--- src/rtl/ctrl_pkg.sv ---
// Shared constants for the CPU control-path pipeline: opcodes, control-bit layout and the bubble value.
package ctrl_pkg;

  localparam int CTRL_W = 4;

  localparam logic [4:0] OP_ALU   = 5'b00000;
  localparam logic [4:0] OP_ADDI  = 5'b00011;
  localparam logic [4:0] OP_05    = 5'b00101;
  localparam logic [4:0] OP_15    = 5'b10101;
  localparam logic [4:0] OP_STORE = 5'b00111;
  localparam logic [4:0] OP_LOAD  = 5'b01000;

  // Control word layout is {reg_we, addr_add, mem_we, wrb_sel}
  localparam int CB_REG_WE   = 3;
  localparam int CB_ADDR_ADD = 2;
  localparam int CB_MEM_WE   = 1;
  localparam int CB_WRB_SEL  = 0;

  typedef logic [CTRL_W-1:0] ctrl_t;

  localparam ctrl_t CTRL_BUBBLE = '0;

endpackage

--- src/rtl/ctrl_pipe_if.sv ---
// ID-stage request and EX/MEM/WB control outputs of the control-path pipeline.
interface ctrl_pipe_if
  import ctrl_pkg::*;
#(
  parameter int OPCODE_W = 5,
  parameter int REG_W    = 5
);
  logic                id_valid;
  logic [OPCODE_W-1:0] id_opcode;
  logic [REG_W-1:0]    id_rd;
  logic [REG_W-1:0]    id_rs;
  logic [REG_W-1:0]    id_rt;
  logic                stall_in;
  logic                flush;
  logic                id_ready;
  ctrl_t               ex_ctrl;
  logic                ex_valid;
  ctrl_t               mem_ctrl;
  logic                mem_valid;
  logic                wb_reg_we;
  logic                wb_wrb_sel;
  logic [REG_W-1:0]    wb_rd;
  logic                ex_illegal;

  modport master (
    output id_valid, id_opcode, id_rd, id_rs, id_rt, stall_in, flush,
    input  id_ready, ex_ctrl, ex_valid, mem_ctrl, mem_valid,
           wb_reg_we, wb_wrb_sel, wb_rd, ex_illegal
  );

  modport slave (
    input  id_valid, id_opcode, id_rd, id_rs, id_rt, stall_in, flush,
    output id_ready, ex_ctrl, ex_valid, mem_ctrl, mem_valid,
           wb_reg_we, wb_wrb_sel, wb_rd, ex_illegal
  );
endinterface

--- src/rtl/ctrl_decode.sv ---
// Combinational opcode decoder: control word, load flag and (with CTRL_ILLEGAL_OP_EN) illegal flag.
module ctrl_decode
  import ctrl_pkg::*;
#(
  parameter int OPCODE_W = 5
) (
  input  logic [OPCODE_W-1:0] opcode,
  output ctrl_t               ctrl,
  output logic                is_load,
  output logic                illegal
);

  localparam logic [OPCODE_W-1:0] C_ALU   = OPCODE_W'(OP_ALU);
  localparam logic [OPCODE_W-1:0] C_ADDI  = OPCODE_W'(OP_ADDI);
  localparam logic [OPCODE_W-1:0] C_05    = OPCODE_W'(OP_05);
  localparam logic [OPCODE_W-1:0] C_15    = OPCODE_W'(OP_15);
  localparam logic [OPCODE_W-1:0] C_STORE = OPCODE_W'(OP_STORE);
  localparam logic [OPCODE_W-1:0] C_LOAD  = OPCODE_W'(OP_LOAD);

  always_comb begin
    ctrl    = CTRL_BUBBLE;
    is_load = 1'b0;
    illegal = 1'b0;
    case (opcode)
      C_ALU, C_ADDI, C_05, C_15: ctrl[CB_REG_WE] = 1'b1;
      C_STORE: begin
        ctrl[CB_ADDR_ADD] = 1'b1;
        ctrl[CB_MEM_WE]   = 1'b1;
      end
      C_LOAD: begin
        ctrl[CB_REG_WE]   = 1'b1;
        ctrl[CB_ADDR_ADD] = 1'b1;
        ctrl[CB_WRB_SEL]  = 1'b1;
        is_load           = 1'b1;
      end
      default: begin
`ifdef CTRL_ILLEGAL_OP_EN
        illegal = 1'b1;
`endif
      end
    endcase
  end

endmodule

--- src/rtl/ctrl_pipe.sv ---
// Control-path pipeline ID->EX->MEM->WB with load-use hazard, stall and flush handling.
// Optional CTRL_ILLEGAL_OP_EN flags undecoded opcodes while they sit in EX.
module ctrl_pipe
  import ctrl_pkg::*;
#(
  parameter int OPCODE_W = 5,
  parameter int REG_W    = 5
) (
  input  logic        clock,
  input  logic        reset,
  ctrl_pipe_if.slave  bus
);

  ctrl_t             id_ctrl;
  logic              id_ld;
  logic              id_ill;
  logic              hazard;

  logic              vld_p0, ld_p0, ill_p0;
  ctrl_t             ctrl_p0;
  logic [REG_W-1:0]  rd_p0;
  logic              vld_p1;
  ctrl_t             ctrl_p1;
  logic [REG_W-1:0]  rd_p1;
  logic              vld_p2, we_p2, sel_p2;
  logic [REG_W-1:0]  rd_p2;

  ctrl_decode #(.OPCODE_W(OPCODE_W)) u_decode (
    .opcode  (bus.id_opcode),
    .ctrl    (id_ctrl),
    .is_load (id_ld),
    .illegal (id_ill)
  );

  assign hazard = bus.id_valid & vld_p0 & ld_p0 & (rd_p0 != '0) &
                  ((rd_p0 == bus.id_rs) | (rd_p0 == bus.id_rt));

  always_ff @(posedge clock) begin
    if (!reset) begin
      vld_p0 <= 1'b0; ld_p0 <= 1'b0; ill_p0 <= 1'b0; ctrl_p0 <= CTRL_BUBBLE; rd_p0 <= '0;
      vld_p1 <= 1'b0; ctrl_p1 <= CTRL_BUBBLE; rd_p1 <= '0;
      vld_p2 <= 1'b0; we_p2 <= 1'b0; sel_p2 <= 1'b0; rd_p2 <= '0;
    end else begin
      // ID -> EX: a hazard only bubbles EX when no external stall freezes it
      if (bus.flush || (!bus.stall_in && hazard)) begin
        vld_p0 <= 1'b0; ld_p0 <= 1'b0; ill_p0 <= 1'b0; ctrl_p0 <= CTRL_BUBBLE; rd_p0 <= '0;
      end else if (!bus.stall_in) begin
        vld_p0  <= bus.id_valid;
        ld_p0   <= bus.id_valid & id_ld;
        ill_p0  <= bus.id_valid & id_ill;
        ctrl_p0 <= bus.id_valid ? id_ctrl : CTRL_BUBBLE;
        rd_p0   <= bus.id_valid ? bus.id_rd : '0;
      end
      // EX -> MEM
      if (bus.flush) begin
        vld_p1 <= 1'b0; ctrl_p1 <= CTRL_BUBBLE; rd_p1 <= '0;
      end else if (!bus.stall_in) begin
        vld_p1 <= vld_p0; ctrl_p1 <= ctrl_p0; rd_p1 <= rd_p0;
      end
      // MEM -> WB: a held MEM must not write back twice, so stall inserts a bubble here
      if (bus.flush || !bus.stall_in) begin
        vld_p2 <= vld_p1;
        we_p2  <= ctrl_p1[CB_REG_WE];
        sel_p2 <= ctrl_p1[CB_WRB_SEL];
        rd_p2  <= rd_p1;
      end else begin
        vld_p2 <= 1'b0; we_p2 <= 1'b0; sel_p2 <= 1'b0; rd_p2 <= '0;
      end
    end
  end

  assign bus.id_ready   = bus.flush | (~bus.stall_in & ~hazard);
  assign bus.ex_valid   = vld_p0;
  assign bus.ex_ctrl    = vld_p0 ? ctrl_p0 : CTRL_BUBBLE;
  assign bus.ex_illegal = vld_p0 & ill_p0;
  assign bus.mem_valid  = vld_p1;
  assign bus.mem_ctrl   = vld_p1 ? ctrl_p1 : CTRL_BUBBLE;
  assign bus.wb_reg_we  = vld_p2 & we_p2;
  assign bus.wb_wrb_sel = vld_p2 & sel_p2;
  assign bus.wb_rd      = rd_p2;

endmodule

--- src/flat_wrapper.sv ---
// flat-port wrapper written by rule: the top's interface ports become plain ports
module ctrl_pipe_flat import ctrl_pkg::*;
#(
  parameter int OPCODE_W = 5,
  parameter int REG_W    = 5
)
  (clock, reset, bus_id_valid, bus_id_opcode, bus_id_rd, bus_id_rs, bus_id_rt, bus_stall_in, bus_flush, bus_id_ready, bus_ex_ctrl, bus_ex_valid, bus_mem_ctrl, bus_mem_valid, bus_wb_reg_we, bus_wb_wrb_sel, bus_wb_rd, bus_ex_illegal);
  ctrl_pipe_if #(.OPCODE_W(OPCODE_W), .REG_W(REG_W)) bus_i ();
  input  logic clock;
  input  logic reset;
  input wire logic [$bits(bus_i.id_valid)-1:0] bus_id_valid;
  input wire logic [$bits(bus_i.id_opcode)-1:0] bus_id_opcode;
  input wire logic [$bits(bus_i.id_rd)-1:0] bus_id_rd;
  input wire logic [$bits(bus_i.id_rs)-1:0] bus_id_rs;
  input wire logic [$bits(bus_i.id_rt)-1:0] bus_id_rt;
  input wire logic [$bits(bus_i.stall_in)-1:0] bus_stall_in;
  input wire logic [$bits(bus_i.flush)-1:0] bus_flush;
  output wire logic [$bits(bus_i.id_ready)-1:0] bus_id_ready;
  output wire logic [$bits(bus_i.ex_ctrl)-1:0] bus_ex_ctrl;
  output wire logic [$bits(bus_i.ex_valid)-1:0] bus_ex_valid;
  output wire logic [$bits(bus_i.mem_ctrl)-1:0] bus_mem_ctrl;
  output wire logic [$bits(bus_i.mem_valid)-1:0] bus_mem_valid;
  output wire logic [$bits(bus_i.wb_reg_we)-1:0] bus_wb_reg_we;
  output wire logic [$bits(bus_i.wb_wrb_sel)-1:0] bus_wb_wrb_sel;
  output wire logic [$bits(bus_i.wb_rd)-1:0] bus_wb_rd;
  output wire logic [$bits(bus_i.ex_illegal)-1:0] bus_ex_illegal;
  assign bus_i.id_valid = bus_id_valid;
  assign bus_i.id_opcode = bus_id_opcode;
  assign bus_i.id_rd = bus_id_rd;
  assign bus_i.id_rs = bus_id_rs;
  assign bus_i.id_rt = bus_id_rt;
  assign bus_i.stall_in = bus_stall_in;
  assign bus_i.flush = bus_flush;
  assign bus_id_ready = bus_i.id_ready;
  assign bus_ex_ctrl = bus_i.ex_ctrl;
  assign bus_ex_valid = bus_i.ex_valid;
  assign bus_mem_ctrl = bus_i.mem_ctrl;
  assign bus_mem_valid = bus_i.mem_valid;
  assign bus_wb_reg_we = bus_i.wb_reg_we;
  assign bus_wb_wrb_sel = bus_i.wb_wrb_sel;
  assign bus_wb_rd = bus_i.wb_rd;
  assign bus_ex_illegal = bus_i.ex_illegal;
  ctrl_pipe #(.OPCODE_W(OPCODE_W), .REG_W(REG_W)) u_core (.clock(clock), .reset(reset), .bus(bus_i));
endmodule
--- config.mk ---
export PLATFORM = sky130hd
export DESIGN_NAME = ctrl_pipe_flat
export DESIGN_NICKNAME = d
export VERILOG_FILES = /design/src/rtl/ctrl_pkg.sv /design/src/rtl/ctrl_pipe_if.sv /design/src/rtl/ctrl_decode.sv /design/src/rtl/ctrl_pipe.sv /design/src/flat_wrapper.sv
export SDC_FILE = /design/constraint.sdc
export NUM_CORES = 1
export LEC_CHECK = 0
export CAP_MARGIN = 20
export CORE_ASPECT_RATIO = 0.7
export CORE_UTILIZATION = 40
export CTS_CLUSTER_SIZE = 10
export DETAILED_ROUTE_END_ITERATION = 8
export DONT_BUFFER_PORTS = 1
export PLACE_DENSITY = 0.68
export SETUP_SLACK_MARGIN = 0.4
export SLEW_MARGIN = 20
export SYNTH_ARGS = -nofsm -noshare
export SYNTH_HDL_FRONTEND = slang
export SYNTH_SLANG_ARGS = --single-unit
--- constraint.sdc ---
create_clock -name clock -period 1.5 [get_ports clock]
set_input_delay 0.3 -clock clock [delete_from_list [all_inputs] [get_ports clock]]
set_output_delay 0.3 -clock clock [all_outputs]
set_load 0.01 [all_outputs]
==> impl_metrics.toml <==
[outcome]
violations = "setup timing"
outcome = "finished, violations left"

[route]
ant_nets = 0
routed_wl_um = 2480
num_vias = 963
first_iter_violations = 27
drt_first_pass_iters = 5
routedWlPerCell_um = 13.4
via_per_inst = 5.21
drc_errors = 0

[grt]
first_global_vias = 868
grt_max_degree = 27
grt-ovfl-total = 0
grt_pass1_wl_um = 4060
antenna_found_initial = 0
gr-usage-all-layers_pct = 15.3

[synth]
syn_avg_cell_area_um2 = 9.28
yosys.area.top_type = "dfxtp_1"
synthTopCellsByArea = "dfxtp_1, and2_1, mux2i_1"
yosys_warnings = 0
yosysUniqueCellTypes = 29
synthCells = 137
ys_seq_area_share_pct = 44.1
netlist_area_um2 = 1270
synth_seq_cells = 28
yosysTopAreaCellShare_pct = 44.1
synth_fp_nets = 162

[sta]
setup_ws_ns = -0.349
maxSlewViolCount = 0
rsz0062_at_grt = "true"
min_period_ns = 1.85
hold_viol = 0
fin_crit_sh_pct = 123
setup_viol = 2
clock_skew_ns = 0.00328
fmax_mhz = 541

[placement]
place.gp.congestion = 0.855
placed_cell_area_um2 = 1390
numPortBuffers = 0
hpwl_um = 1900

[worst_hold_path]
hp-class = "in -> reg"

[die]
core_um2 = 2900
die_w_um = 69.4
fp-row-count = 16
fp.dieArea_um2 = 3410
die_h_um = 49.2
initial_core_util_pct = 43.8
pin_count = 44

[clock_network]
postCtsHoldBufs = 0
cts.sinks = 28
cts_tree = "built"
clkSlewWorstSetupHoldPaths_ns = 0.09
htree_levels = 1
clockRootBuffer = "clkbuf_8"
clk_latency_ns = 0.27
clockBufferDepth = 2
cts_buffers = 3

[setup_path]
cp-start-kind = "register"
cp-end-kind = "primary output"
worstPathRequired_ns = 1.20
cpMaxStageDelayCell = "or4_4"
cp.arrival_ns = 1.55
path_cells = "or4_4, o211ai_2, a21oi_2, o21ai_4"
cpPeakStageDelay_ns = 0.53
crit_type = "reg -> out"
worstPathMaxFanout = 4

[layout]
fin_nets = 175
drive_gt1_share_pct = 31.5
final_area_um2 = 1510
n_antenna_cell = 0
syn_to_final_growth_pct = 18.7

[power_and_ir_drop]
total_power_mw = 1.41
p_per_area_nw_per_um2 = 938
ir_worst_vdd_uv = 322
leakagePower_nw = 0.611

[job]
maxCapViolations = 0
==> Yosys cell counts <==
master     n
and2_1    18
or4_4      1
or3b_2     1
mux2i_1   10
xor2_1     6
conb_1     1
nor2b_1    2
nand3_1   14
a21oi_1    1
buf_4      1
buf_6      1
nor4b_1    1
a21boi_0   1
a21oi_2    1
nor2_1    10
o21ai_0    2
buf_2      1
nor3_1     4
a31oi_1    1
clkbuf_1   4
xnor2_1    4
o21ai_2   10
nand2_1    7
dfxtp_1   28
nand3b_1   1
or3_1      2
nor3b_1    1
inv_1      2
o211ai_2   1
==> worst max-delay path, delay by kind of cell, from the launching register on <==
family	cells	cell delay (ns)
flip-flops	1	0.36
AO/OA/AOI/OAI	3	0.39
AND/OR/NAND/NOR	1	0.53
==> metal layers <==
| layer | vias up | share of wire (%) | global-route usage, % |
|---|---|---|---|
| li1 | 485 | - | - |
| met1 | 444 | 46 | 19.3 |
| met4 | 0 | 1.4 | 5.10 |
| met5 | - | 0 | 0 |
| met3 | 4 | 6.1 | 5.37 |
| met2 | 30 | 47 | 24.4 |
==> metrics by stage <==
step / setup TNS, ns / setup WS, ns / hold WS [ns] / instances / util (%)
after floorplan: -0.132 / -0.132 / 0.430 / 137 / -
after detailed placement: -0.0665 / -0.0430 / 0.446 / 180 / 47.9
after global placement: -0.0204 / -0.0204 / 0.437 / 180 / 47.9
after global routing: -1.18 / -0.403 / 0.155 / 185 / 52.0
final: -0.388 / -0.349 / 0.167 / 185 / 52.0
after CTS: -0.394 / -0.356 / 0.155 / 185 / 51.8
==> repair_timing <==
action,4_1_cts,5_1_grt
endpoints found under the setup margin,19,20
pin swaps,4,2
hold endpoints to repair,0,0
resized for setup,14,2
setup buffers,1,0
==> cell families (layout without fill, tap and decap cells) <==
| kind of cell | count (synthesis) | after routing | synth area share (%) |
|---|---|---|---|
| buf+inv | 9 | 21 | 3.64 |
| simple gates | 62 | 62 | 26.4 |
| flops | 28 | 28 | 44.1 |
| compound gates | 17 | 17 | 10.8 |
| other cells | 1 | 1 | 0.295 |
| xor+xnor | 10 | 10 | 6.89 |
| mux | 10 | 10 | 7.87 |
==> registers in the layout (all words and copies together), names as in the netlist <==
name and flops:
u_core.bus.ex_valid 1, u_core.bus.mem_valid 1, u_core.bus.wb_rd 5, u_core.ctrl_p0 4
u_core.ctrl_p1 4, u_core.rd_p0 5, u_core.rd_p1 5, u_core.sel_p2 1
u_core.vld_p2 1, u_core.we_p2 1
==> placed cells by master (no fill, tap or decap), drive strengths merged, types with 6 or more instances in the layout <==
master	Yosys	final
buf	3	15
xor2	6	6
o21ai	12	12
nand3	14	14
dfxtp	28	28
mux2i	10	10
nand2	7	7
and2	18	18
nor2	10	10
==> cell type report <==
cell class | count | area [µm²]
fill | 277 | 1390
timing repair buffer | 15 | 120
clock buffer | 3 | 41.3
clock inverter | 1 | 30.0
sequential | 28 | 568
multi-input combinational | 100 | 697
tap | 36 | 45.0
inverter | 2 | 7.51
==> where the power goes <==
group          switching (mW)  internal (mW)  leakage [nW]
clock                   0.223          0.357        0.0357
combinational          0.0368         0.0450         0.348
sequential            0.00574          0.747         0.228
total                   0.266           1.15         0.611
==> worst paths after layout <==
path                         from                  end  slack [ns]  cells past startpoint
setup reg to reg  u_core.rd_p0[1]  u_core.bus.ex_valid       -0.04                      5
hold reg to reg   u_core.rd_p1[4]  u_core.bus.wb_rd[4]        0.47                      1
hold / removal       bus_stall_in  u_core.bus.ex_valid        0.17                      2
setup / recovery  u_core.rd_p0[1]         bus_id_ready       -0.35                      4
Note: power is estimated with default switching activity, not from simulation.
